==> config.mk <==
export PLATFORM = sky130hd
export DESIGN_NAME = mem_access_stage_flat
export DESIGN_NICKNAME = d
export VERILOG_FILES = /design/src/rtl/pipeline_pkg.sv /design/src/rtl/mem_access_stage_if.sv /design/src/rtl/mem_wait_timer.sv /design/src/rtl/mem_access_stage.sv /design/src/flat_wrapper.sv
export SDC_FILE = /design/constraint.sdc
export NUM_CORES = 1
export LEC_CHECK = 0
export CORE_MARGIN = 4
export CORE_UTILIZATION = 60
export DETAILED_ROUTE_END_ITERATION = 6
export DONT_BUFFER_PORTS = 1
export PLACE_DENSITY = 0.76
export SYNTH_ARGS = -nofsm -noshare
export SYNTH_HDL_FRONTEND = slang
export SYNTH_SLANG_ARGS = --single-unit
==> constraint.sdc <==
create_clock -name clk -period 4 [get_ports clk]
set_input_delay 0.4 -clock clk [delete_from_list [all_inputs] [get_ports clk]]
set_output_delay 0.4 -clock clk [all_outputs]
set_load 0.05 [all_outputs]
==> src/rtl/pipeline_pkg.sv <==
// Shared pipeline definitions: MEM-stage state encoding and default datapath widths.
package pipeline_pkg;

    typedef enum logic {
        IDLE   = 1'b0,
        ACCESS = 1'b1
    } memState_e;

    localparam int unsigned ADDR_W_DEF = 16;
    localparam int unsigned DATA_W_DEF = 16;
    localparam int unsigned REG_W      = 4;

endpackage

==> src/rtl/mem_access_stage_if.sv <==
// Data-RAM ready handshake: the stage is master, the RAM is slave.
interface mem_access_stage_if
    import pipeline_pkg::*;
#(
    parameter int unsigned ADDR_W = ADDR_W_DEF,
    parameter int unsigned DATA_W = DATA_W_DEF
);
    logic [ADDR_W-1:0] ram_addr;
    logic [DATA_W-1:0] ram_wdata;
    logic              ram_re;
    logic              ram_we;
    logic              ram_ready;
    logic [DATA_W-1:0] ram_rdata;

    modport master (
        output ram_addr, ram_wdata, ram_re, ram_we,
        input  ram_ready, ram_rdata
    );

    modport slave (
        input  ram_addr, ram_wdata, ram_re, ram_we,
        output ram_ready, ram_rdata
    );
endinterface

==> src/rtl/mem_wait_timer.sv <==
// 8-bit access wait counter; expired flags the last permitted ACCESS cycle.
module mem_wait_timer #(
    parameter int unsigned MAX_WAIT = 8
) (
    input  logic clk,
    input  logic rst_n,
    input  logic clear,
    input  logic enable,
    output logic expired
);
    logic [7:0] countQ;

    always_ff @(posedge clk or negedge rst_n) begin
        if (!rst_n) begin
            countQ <= 8'd0;
        end else if (clear) begin
            countQ <= 8'd0;
        end else if (enable) begin
            countQ <= countQ + 8'd1;
        end
    end

    assign expired = (countQ == 8'(MAX_WAIT - 1));
endmodule

==> src/rtl/mem_access_stage.sv <==
// MEM pipeline stage: issues one data-RAM access per load/store with a bounded wait,
// stalls upstream while busy, and registers results for writeback.
module mem_access_stage
    import pipeline_pkg::*;
#(
    parameter int unsigned ADDR_W   = ADDR_W_DEF,
    parameter int unsigned DATA_W   = DATA_W_DEF,
    parameter int unsigned MAX_WAIT = 8
) (
    input  logic              clk,
    input  logic              rst_n,
    input  logic [ADDR_W-1:0] DataAddress,
    input  logic              ReadMem,
    input  logic              WriteMem,
    input  logic [DATA_W-1:0] DataIn,
    input  logic [1:0]        quarter,
    input  logic              write,
    input  logic [REG_W-1:0]  writeReg,
    mem_access_stage_if.master ram,
    output logic              stall,
    output logic [DATA_W-1:0] wb_data,
    output logic [1:0]        wb_quarter,
    output logic              wb_write,
    output logic [REG_W-1:0]  wb_writeReg,
    output logic              mem_err
);
    memState_e         stateQ, stateD;
    logic [ADDR_W-1:0] addrQ, addrD;
    logic [DATA_W-1:0] dataQ, dataD;
    logic              isReadQ, isReadD;
    logic              writeQ, writeD;
    logic [REG_W-1:0]  regQ, regD;
    logic [1:0]        quarterQ, quarterD;
    logic              reQ, reD, weQ, weD;
    logic [DATA_W-1:0] wbDataQ, wbDataD;
    logic [1:0]        wbQuarterQ, wbQuarterD;
    logic              wbWriteQ, wbWriteD;
    logic [REG_W-1:0]  wbRegQ, wbRegD;
    logic              errQ, errD;
    logic              timerClear, timerEn, expired;

    mem_wait_timer #(
        .MAX_WAIT (MAX_WAIT)
    ) u_timer (
        .clk     (clk),
        .rst_n   (rst_n),
        .clear   (timerClear),
        .enable  (timerEn),
        .expired (expired)
    );

    always_ff @(posedge clk or negedge rst_n) begin
        if (!rst_n) begin
            stateQ     <= IDLE;
            addrQ      <= '0;
            dataQ      <= '0;
            isReadQ    <= 1'b0;
            writeQ     <= 1'b0;
            regQ       <= '0;
            quarterQ   <= 2'd0;
            reQ        <= 1'b0;
            weQ        <= 1'b0;
            wbDataQ    <= '0;
            wbQuarterQ <= 2'd0;
            wbWriteQ   <= 1'b0;
            wbRegQ     <= '0;
            errQ       <= 1'b0;
        end else begin
            stateQ     <= stateD;
            addrQ      <= addrD;
            dataQ      <= dataD;
            isReadQ    <= isReadD;
            writeQ     <= writeD;
            regQ       <= regD;
            quarterQ   <= quarterD;
            reQ        <= reD;
            weQ        <= weD;
            wbDataQ    <= wbDataD;
            wbQuarterQ <= wbQuarterD;
            wbWriteQ   <= wbWriteD;
            wbRegQ     <= wbRegD;
            errQ       <= errD;
        end
    end

    always_comb begin
        stateD     = stateQ;
        addrD      = addrQ;
        dataD      = dataQ;
        isReadD    = isReadQ;
        writeD     = writeQ;
        regD       = regQ;
        quarterD   = quarterQ;
        reD        = reQ;
        weD        = weQ;
        wbDataD    = wbDataQ;
        wbQuarterD = wbQuarterQ;
        wbWriteD   = wbWriteQ;
        wbRegD     = wbRegQ;
        errD       = 1'b0;
        timerClear = 1'b0;
        timerEn    = 1'b0;
        case (stateQ)
            IDLE: begin
                timerClear = 1'b1;
                if (ReadMem || WriteMem) begin
                    addrD    = DataAddress;
                    dataD    = DataIn;
                    isReadD  = ReadMem;
                    writeD   = write;
                    regD     = writeReg;
                    quarterD = quarter;
                    // Read wins when both strobes are set; the combination is flagged.
                    reD      = ReadMem;
                    weD      = WriteMem && !ReadMem;
                    errD     = ReadMem && WriteMem;
                    wbWriteD = 1'b0;
                    stateD   = ACCESS;
                end else begin
                    wbDataD    = DATA_W'(DataAddress);
                    wbWriteD   = write;
                    wbRegD     = writeReg;
                    wbQuarterD = quarter;
                end
            end
            ACCESS: begin
                if (ram.ram_ready) begin
                    reD        = 1'b0;
                    weD        = 1'b0;
                    timerClear = 1'b1;
                    stateD     = IDLE;
                    wbDataD    = isReadQ ? ram.ram_rdata : DATA_W'(addrQ);
                    wbWriteD   = writeQ;
                    wbRegD     = regQ;
                    wbQuarterD = quarterQ;
                end else if (expired) begin
                    reD        = 1'b0;
                    weD        = 1'b0;
                    timerClear = 1'b1;
                    stateD     = IDLE;
                    wbDataD    = '0;
                    wbWriteD   = 1'b0;
                    errD       = 1'b1;
                end else begin
                    timerEn  = 1'b1;
                    wbWriteD = 1'b0;
                end
            end
            default: stateD = IDLE;
        endcase
    end

    // Reset gates stall so an in-flight request cannot hold upstream during reset.
    assign stall = rst_n && ((stateQ == ACCESS) || ReadMem || WriteMem);

    assign ram.ram_addr  = addrQ;
    assign ram.ram_wdata = dataQ;
    assign ram.ram_re    = reQ;
    assign ram.ram_we    = weQ;
    assign wb_data       = wbDataQ;
    assign wb_quarter    = wbQuarterQ;
    assign wb_write      = wbWriteQ;
    assign wb_writeReg   = wbRegQ;
    assign mem_err       = errQ;
endmodule

==> src/flat_wrapper.sv <==
// flat-port wrapper written by rule: the top's interface ports become plain ports
module mem_access_stage_flat import pipeline_pkg::*;
#(
    parameter int unsigned ADDR_W   = ADDR_W_DEF,
    parameter int unsigned DATA_W   = DATA_W_DEF,
    parameter int unsigned MAX_WAIT = 8
)
  (clk, rst_n, DataAddress, ReadMem, WriteMem, DataIn, quarter, write, writeReg, stall, wb_data, wb_quarter, wb_write, wb_writeReg, mem_err, ram_ram_addr, ram_ram_wdata, ram_ram_re, ram_ram_we, ram_ram_ready, ram_ram_rdata);
  mem_access_stage_if #(.ADDR_W(ADDR_W), .DATA_W(DATA_W)) ram_i ();
  input  logic clk;
  input  logic rst_n;
  input  logic [ADDR_W-1:0] DataAddress;
  input  logic ReadMem;
  input  logic WriteMem;
  input  logic [DATA_W-1:0] DataIn;
  input  logic [1:0] quarter;
  input  logic write;
  input  logic [REG_W-1:0] writeReg;
  output logic stall;
  output logic [DATA_W-1:0] wb_data;
  output logic [1:0] wb_quarter;
  output logic wb_write;
  output logic [REG_W-1:0] wb_writeReg;
  output logic mem_err;
  output wire logic [$bits(ram_i.ram_addr)-1:0] ram_ram_addr;
  output wire logic [$bits(ram_i.ram_wdata)-1:0] ram_ram_wdata;
  output wire logic [$bits(ram_i.ram_re)-1:0] ram_ram_re;
  output wire logic [$bits(ram_i.ram_we)-1:0] ram_ram_we;
  input wire logic [$bits(ram_i.ram_ready)-1:0] ram_ram_ready;
  input wire logic [$bits(ram_i.ram_rdata)-1:0] ram_ram_rdata;
  assign ram_ram_addr = ram_i.ram_addr;
  assign ram_ram_wdata = ram_i.ram_wdata;
  assign ram_ram_re = ram_i.ram_re;
  assign ram_ram_we = ram_i.ram_we;
  assign ram_i.ram_ready = ram_ram_ready;
  assign ram_i.ram_rdata = ram_ram_rdata;
  mem_access_stage #(.ADDR_W(ADDR_W), .DATA_W(DATA_W), .MAX_WAIT(MAX_WAIT)) u_core (.clk(clk), .rst_n(rst_n), .DataAddress(DataAddress), .ReadMem(ReadMem), .WriteMem(WriteMem), .DataIn(DataIn), .quarter(quarter), .write(write), .writeReg(writeReg), .ram(ram_i), .stall(stall), .wb_data(wb_data), .wb_quarter(wb_quarter), .wb_write(wb_write), .wb_writeReg(wb_writeReg), .mem_err(mem_err));
endmodule
Word-level counts from Yosys, hierarchy flattened
Cells that the tools add are included.

cells by class
  add/subtract/negate cells = 1
  reductions and logical operators = 12
  bitwise logic cells = 1
  equal/unequal tests = 5
  multiplexer cells = 33

operators by type and width
  cell                                                                    count
  16-bit 2-to-1 mux                                                       4
  16-bit case mux with 2 select lines                                     1
  8-bit 2-to-1 mux                                                        2
  1-bit 2-to-1 mux                                                        14
  1-bit case mux with 2 select lines                                      6
  8-bit by 1-bit adder with 8-bit output (second input constant)          1
  8-bit by 3-bit equality test with 1-bit output (second input constant)  1
  4-bit 2-to-1 mux                                                        2
  4-bit case mux with 2 select lines                                      1
  2-bit AND reduction                                                     4
  2-bit 2-to-1 mux                                                        2
  2-bit != test (second input constant)                                   2
  2-bit case mux with 2 select lines                                      1
  1-bit logical AND                                                       3
  1-bit logical OR                                                        3
  3-bit != test (second input constant)                                   1
  2-bit by 1-bit != test with 1-bit output (second input constant)        1
  2-bit nonzero test                                                      1
  1-bit logical NOT                                                       1
  1-bit inverter                                                          1

storage, ports and cells
  output and inout port bits = 59
  logic and storage cells = 67
  bits in registers = 75
  bits of input ports = 60

Depth between registers and ports, before layout
Gate-level depths: netlist of run 1.

  depth after elaboration = 6
  mapped depth = 7

Modules after synthesis
A second synthesis of run 1 with hierarchy kept.

unflattened totals
  cell total of the unflattened synthesis = 258
  area total of the unflattened synthesis = 3387.0 µm²

by module, submodules not included
  module            times used  cells an instance  seq. area each (µm²)  area each (µm²)
  mem_access_stage  1           219                1676.6                2985.4
  mem_wait_timer    1           39                 200.2                 401.6

Worst setup path before layout of run 1
No wires, ideal clock.

  path kind = reg2reg
  start point = reg u_core.u_timer.countQ[4]
  end point = reg u_core.wbDataQ[10], in the netlist u_core.wb_data[10]
  setup time = 0.125 ns
  arrival time = 1.962 ns
  path slack = 1.912 ns
  clock period less this slack = 2.088 ns
  path buffers = 2
  stages on the path, launching flop included = 7
  cell sequence = dfrtp_1 -> or4_4 -> o31ai_4 -> and2_4 -> buf_12 -> buf_12 -> mux2_4

between the ends
  cells in the longest elaborated chain, start to end = 3

RTL lines
  element                                         line                    RTL
  start: declaration                              mem_wait_timer.sv:11    logic [7:0] countQ;
  start signal: assignment                        mem_wait_timer.sv:19    countQ <= countQ + 8'd1;
  8-bit by 3-bit equality test with 1-bit output  mem_wait_timer.sv:23    assign expired = (countQ == 8'(MAX_WAIT - 1));
  3-bit != test (no source line)                  --
  2-bit AND reduction (no source line)            --
  end signal: assignment                          mem_access_stage.sv:78  wbDataQ <= wbDataD;
  end: declaration                                mem_access_stage.sv:35  logic [DATA_W-1:0] wbDataQ, wbDataD;

Every way passes these cells.
A chain may end at the register's enable or synchronous reset.

Worst setup path in the final report of run 1
  start point = reg u_core.stateQ
  end point = out stall

between the ends
  cells in the longest elaborated chain, start to end = 3

RTL lines
  element                        line                     RTL
  start: declaration             mem_access_stage.sv:27   memState_e stateQ, stateD;
  start signal: assignment       mem_access_stage.sv:69   stateQ <= stateD;
  1-bit logical OR (2 in a row)  mem_access_stage.sv:154  assign stall = rst_n && ((stateQ == ACCESS) || ReadMem || WriteMem);
  1-bit logical AND              mem_access_stage.sv:154
  end: declaration               flat_wrapper.sv:19       output logic stall;

Every way passes these cells.

==> results of run 1 <==
## kinds of logic after synthesis
kind of cell / after synthesis
buf+inv: 35
simple gates: 53
mux: 61
xor+xnor: 4
compound gates: 51
fa+ha+maj: 1
flops: 75
## registers in the layout (all words and copies together), names as in the netlist, 2 cells and up
signal	count
u_core.quarterQ	2
u_core.ram.ram_addr	16
u_core.ram.ram_wdata	16
u_core.regQ	4
u_core.u_timer.countQ	8
u_core.wb_data	16
u_core.wb_quarter	2
u_core.wb_writeReg	4
## per-stage QoR
step | utilization, % | hold WS [ps]
floorplan | - | 104
detailed placement | 63.7 | 106
CTS | 68.5 | 172
finish | 68.5 | 187
global route | 68.5 | 163
global placement | 63.7 | 106
## layout make-up
class | count | area (um2) | share of cell area (%)
Sequential cell | 75 | 1880 | 52.3
Multi-Input combinational cell | 170 | 1280 | 35.8
Clock buffer | 10 | 128 | 3.56
Clock inverter | 6 | 88.8 | 2.47
Tap cell | 70 | 87.6 | 2.44
Inverter | 19 | 71.3 | 1.99
Timing Repair Buffer | 4 | 52.6 | 1.46
## power by group
| part | total, mW | internal, mW | switching [mW] |
|---|---|---|---|
| Clock | 0.629 | 0.352 | 0.277 |
| Sequential | 2.08 | 1.00 | 1.08 |
| Combinational | 0.532 | 0.312 | 0.220 |
## worst max-delay path by stage
stage                    endpoint  cells after the start                      from
2_1_floorplan  u_core.wb_data[10]                      6  u_core.u_timer.countQ[4]
3_3_place_gp                stall                      3             u_core.stateQ
3_5_place_dp                stall                      3             u_core.stateQ
4_1_cts                     stall                      3             u_core.stateQ
5_1_grt                     stall                      3             u_core.stateQ
6_report                    stall                      3             u_core.stateQ
## per-layer routing
metal / vias to the layer above / share of wire [%]
met5: - / 0
met4: 0 / 1.5
met3: 10 / 12
met2: 93 / 47
met1: 948 / 39
li1: 956 / -
## critical path, cell delays in order (launching register included)
cell	delay, ps
dfrtp_1	900
buf_4	320
nor3_1	90
nor2b_1	730
## repair_timing
item | CTS | global route
hold buffers | 2 | 0
hold endpoints to repair | 75 | 0
setup buffers | 0 | 0
## layout by cell type, fill, tap and decap left out, types with 4 or more instances in the layout
cell	instances
mux2_2	30
nand3_1	4
nor2_1	8
clkbuf_8	9
inv_1	19
nor2b_1	4
a21oi_1	5
mux2_4	9
nand2_1	27
o21ai_0	26
dfrtp_1	75
mux2i_1	22
o22ai_1	16
==> impl_metrics.toml, run 1 <==
[worst_setup_path]
end_kind = "output pin"
crit_required_ps = 3600
reg2reg_from = "u_core.stateQ"
r2r-end = "u_core.wb_data[13]"
cp.arrival_ps = 2390
critPathMaxFanout = 22
criticalPathCategory = "register to output pin"
r2r_slack_ps = 1670
r2r_cells = 5
start_kind = "register"

[global_route]
grt_max_degree = 76
antenna_found_initial = 0
grt_usage_pct = 20.5
overflow = 0
use_met2_pct = 30.8
grt-busiest-layer = "met2"
use_met1_pct = 24.3
gr-usage-met3_pct = 12.3
grt_pass1_wl_mm = 10.2
grt_pass1_vias = 2041

[sta]
maxSlewViolCount = 0
worst_pin_slew_ps = 938
slew_headroom_pct = 37.4
fin_skew_ps = 6.84
rsz0062_at_grt = "false"
layout_setup_ws_ps = 1210
tns_ps = 0
hold_viol = 0
fin_crit_sh_pct = 69.7
max_freq_ghz = 0.359
finalCriticalPeriod_ps = 2790
setup_viol = 0

[yosys]
yosysSeqAreaShare_pct = 56.4
synth-async-reset-ratio_pct = 100
synth.distinct_cells = 29
synthAdderAreaFrac_pct = 0.376
synth_top_family_by_area = "multiplexers"
synth_xor_area_share_pct = 1.05
ys_seq_elements = 75
syn_inst = 280
synth_area_um2 = 3330
syn_nets = 341
yosys.area_share.simple_pct = 7.33
ys.warnings.count = 0
synth_common_cells = "dfrtp_1, mux2_2, nand2_1"
synth.largest_area_cell = "dfrtp_1"
synth_compound_area_share_pct = 9.03
ys.flop_type = "dfrtp_1"
synth_most_common_cell = "dfrtp_1"
syn_avg_cell_area_um2 = 11.9
synth.mux.area_fraction_pct = 20.8
synthTopCellsByArea = "dfrtp_1, mux2_2, mux2i_1, mux2_4, o21ai_0"
synth_edf_count = 0
synthDominantCellAreaShare_pct = 56.4

[detailed_routing]
routed_wl_mm = 6.53
vias_per_cell = 5.67
postRouteAntennaNets = 0
first_pass_iters = 4
vias = 2007
wl_per_cell_um = 18.4
drc = 0
drt-initial-drc-count = 59

[cts]
post_cts_resized = 0
cts_tree = "yes"
htreeDepth = 3
clock_latency_ps = 350
cts_root_buf = "clkbuf_8"
cts_buffer_depth = 2
path_clk_slew_ps = 70
clock-sinks = 75
cts_made_buffers = 9

[placed_design]
pre_cts_slack_ps = 1580
hpwl_mm = 4.54
port_buffers = 0
post_dp_cell_area_um2 = 3340
gp_congestion = 0.767
placed_cells = 336

[cells_and_area]
drive_above_1_share_pct = 21.8
final_area_um2 = 3590
fillers = 402
n_antenna_cell = 0
areaGrowthSynthToFinish_pct = 7.90
final_nets = 340
instances_no_fill = 354

[min_path]
hold_end = "u_core.wb_write"
worstHoldStart = "write"
worstHoldPathType = "primary input to register"
min_delay_path_depth = 2

[floorplanning]
die_w_um = 82.5
die_h_um = 82.5
core_um2 = 5240
initial_core_util_pct = 63.5
die_area_um2 = 6800
core.rowCount = 26
ios = 119

[power]
peakVddDrop_v = 0.000582
power_density_nw_per_um2 = 903
power_mw = 3.24
leakage_nw = 1.68

[flow_run]
cap_violations = 0

[outcome]
outcome = "finished, final reports clean"
(Power assumes the default switching activity.)
==> inputs of run 2 (changes only) <==
==> constraint.sdc (replaced) <==
create_clock -name clk -period 2.6 [get_ports clk]
set_input_delay 0.26 -clock clk [delete_from_list [all_inputs] [get_ports clk]]
set_output_delay 0.26 -clock clk [all_outputs]
set_load 0.05 [all_outputs]
==> run 2 against run 1 <==
Power is 49% higher. Sequential power rose by 53%. Wire length hardly changed. Combinational power rose by 58%. Worst hold slack worse by 130 ps. Sequential share of layout area rose by 0.37 points. Flip-flop and latch count unchanged. Cell area is 0.70% lower. Critical path depth increased by 1. Core utilization fell by 0.48 points. Cell count grew 0.56%. Die area unchanged. Critical endpoint is now u_core.wb_data[14]. Highest routed layer unchanged.
==> impl_metrics.toml, run 2 (synthesis gave the netlist of run 1 again) <==
[power]
peakVddDrop_v = 0.000825
power_mw = 4.83
power_density_nw_per_um2 = 1350
leakage_nw = 1.67

[floorplanning]
core_um2 = 5240
initial_core_util_pct = 63.5
core.rowCount = 26
ios = 119
die_w_um = 82.5
die_area_um2 = 6800
die_h_um = 82.5

[sta]
rsz0062_at_grt = "false"
worst_pin_slew_ps = 915
slew_headroom_pct = 39.0
layout_setup_ws_ps = 572
finalCriticalPeriod_ps = 2030
whs_ps = 55.7
hold_viol = 0
fin_skew_ps = 11.6
setup_viol = 0
maxSlewViolCount = 0
fin_crit_sh_pct = 78.0
tns_ps = 0
max_freq_ghz = 0.493

[detailed_routing]
drt-initial-drc-count = 105
postRouteAntennaNets = 0
drc = 0
vias = 2018
routed_wl_mm = 6.53
first_pass_iters = 6
vias_per_cell = 5.67
wl_per_cell_um = 18.3

[worst_setup_path]
cp-startpoint = "u_core.u_timer.countQ[5]"
crit_required_ps = 2820
criticalPathCategory = "register to register"
start_kind = "register"
r2r_slack_ps = 570
cp-endpoint = "u_core.wb_data[14]"
r2r_cells = 4
r2r-end = "u_core.wb_data[14]"
critPathMaxFanout = 17
reg2reg_from = "u_core.u_timer.countQ[5]"
cp.arrival_ps = 2250
end_kind = "register"

[cells_and_area]
most-common-layout-cells = "dfrtp_1, mux2_2, nand2_1"
multi_input_area_um2 = 1280
final_nets = 342
instances_no_fill = 356
n_antenna_cell = 0
final_common_cell = "dfrtp_1"
areaGrowthSynthToFinish_pct = 7.15
drive_above_1_share_pct = 22.7
seqCellArea_um2 = 1880
fillers = 411

[global_route]
grt_pass1_wl_mm = 10.4
antenna_found_initial = 0
overflow = 0
grt_usage_pct = 20.6
grt_max_degree = 76
grt_pass1_vias = 2089

[cts]
cts_tree = "yes"
path_clk_slew_ps = 80
clock_latency_ps = 330
cts_buffer_depth = 2
clock-sinks = 75
cts_root_buf = "clkbuf_8"
cts_made_buffers = 9
htreeDepth = 3

[min_path]
worstHoldPathType = "primary input to register"

[placed_design]
port_buffers = 0
pre_cts_slack_ps = 573
gp_congestion = 0.801
hpwl_mm = 4.54
placed_cells = 338

[outcome]
outcome = "finished, final reports clean"

[flow_run]
cap_violations = 0
## run 2: cell count changes in the layout (fill, tap and decap cells not counted), sizes merged
cell | before | now
buf | 3 | 5
bufinv | 2 | 0
clkinv | 1 | 3
## run 2: stage by stage
| step | utilization, % | instance area (um2) |
|---|---|---|
| after floorplan | - | 3330 |
| after global placement | 64.0 | 3350 |
| after detailed placement | 64.0 | 3350 |
| after CTS | 68.1 | 3560 |
| after global routing | 68.1 | 3560 |
| final | 68.1 | 3560 |
## run 2: timing repair
| item | 4_1_cts | 5_1_grt |
|---|---|---|
| hold endpoints to repair | 75 | 0 |
| buffers inserted | 0 | 0 |
| hold buffers | 2 | 0 |
| resized for setup | 0 | 0 |
## run 2: power breakdown
| part | switching, mW | leakage, nW | internal (mW) |
|---|---|---|---|
| Clock | 0.425 | 0.0885 | 0.371 |
| Sequential | 1.65 | 0.925 | 1.54 |
| Combinational | 0.356 | 0.658 | 0.484 |
## run 2: worst min-delay path by stage
stage | startpoint | endpoint | slack, ps | cells after the start
after floorplan | rst_n | u_core.isReadQ | -40 | 0
after global placement | rst_n | u_core.u_timer.countQ[0] | -30 | 0
after detailed placement | rst_n | u_core.u_timer.countQ[0] | -30 | 0
after CTS | WriteMem | u_core.mem_err | 50 | 2
after global routing | writeReg[3] | u_core.regQ[3] | 40 | 1
final | WriteMem | u_core.mem_err | 60 | 2
## run 2: area by class of cell
| type | instances | share of cell area [%] |
|---|---|---|
| tap | 70 | 2.46 |
| multi-input combinational | 170 | 36.0 |
| inverter | 19 | 2.00 |
| timing repair buffer | 6 | 1.90 |
| sequential | 75 | 52.7 |
| clock buffer | 10 | 3.86 |
| clock inverter | 6 | 1.09 |
## run 2: worst max-delay path: stages, from the launching register on
cell,delay (ps)
dfrtp_1,410
or4_4,560
o31ai_4,190
and2_4,360
mux2_2,380
## run 2: per-layer routing
layer | up-vias | GRT usage, % | wire length [um]
li1 | 960 | - | -
met1 | 962 | 25.6 | 2660
met2 | 87 | 31.7 | 3090
met3 | 9 | 9.11 | 715
met4 | 0 | 7.48 | 70
met5 | - | 0 | 0
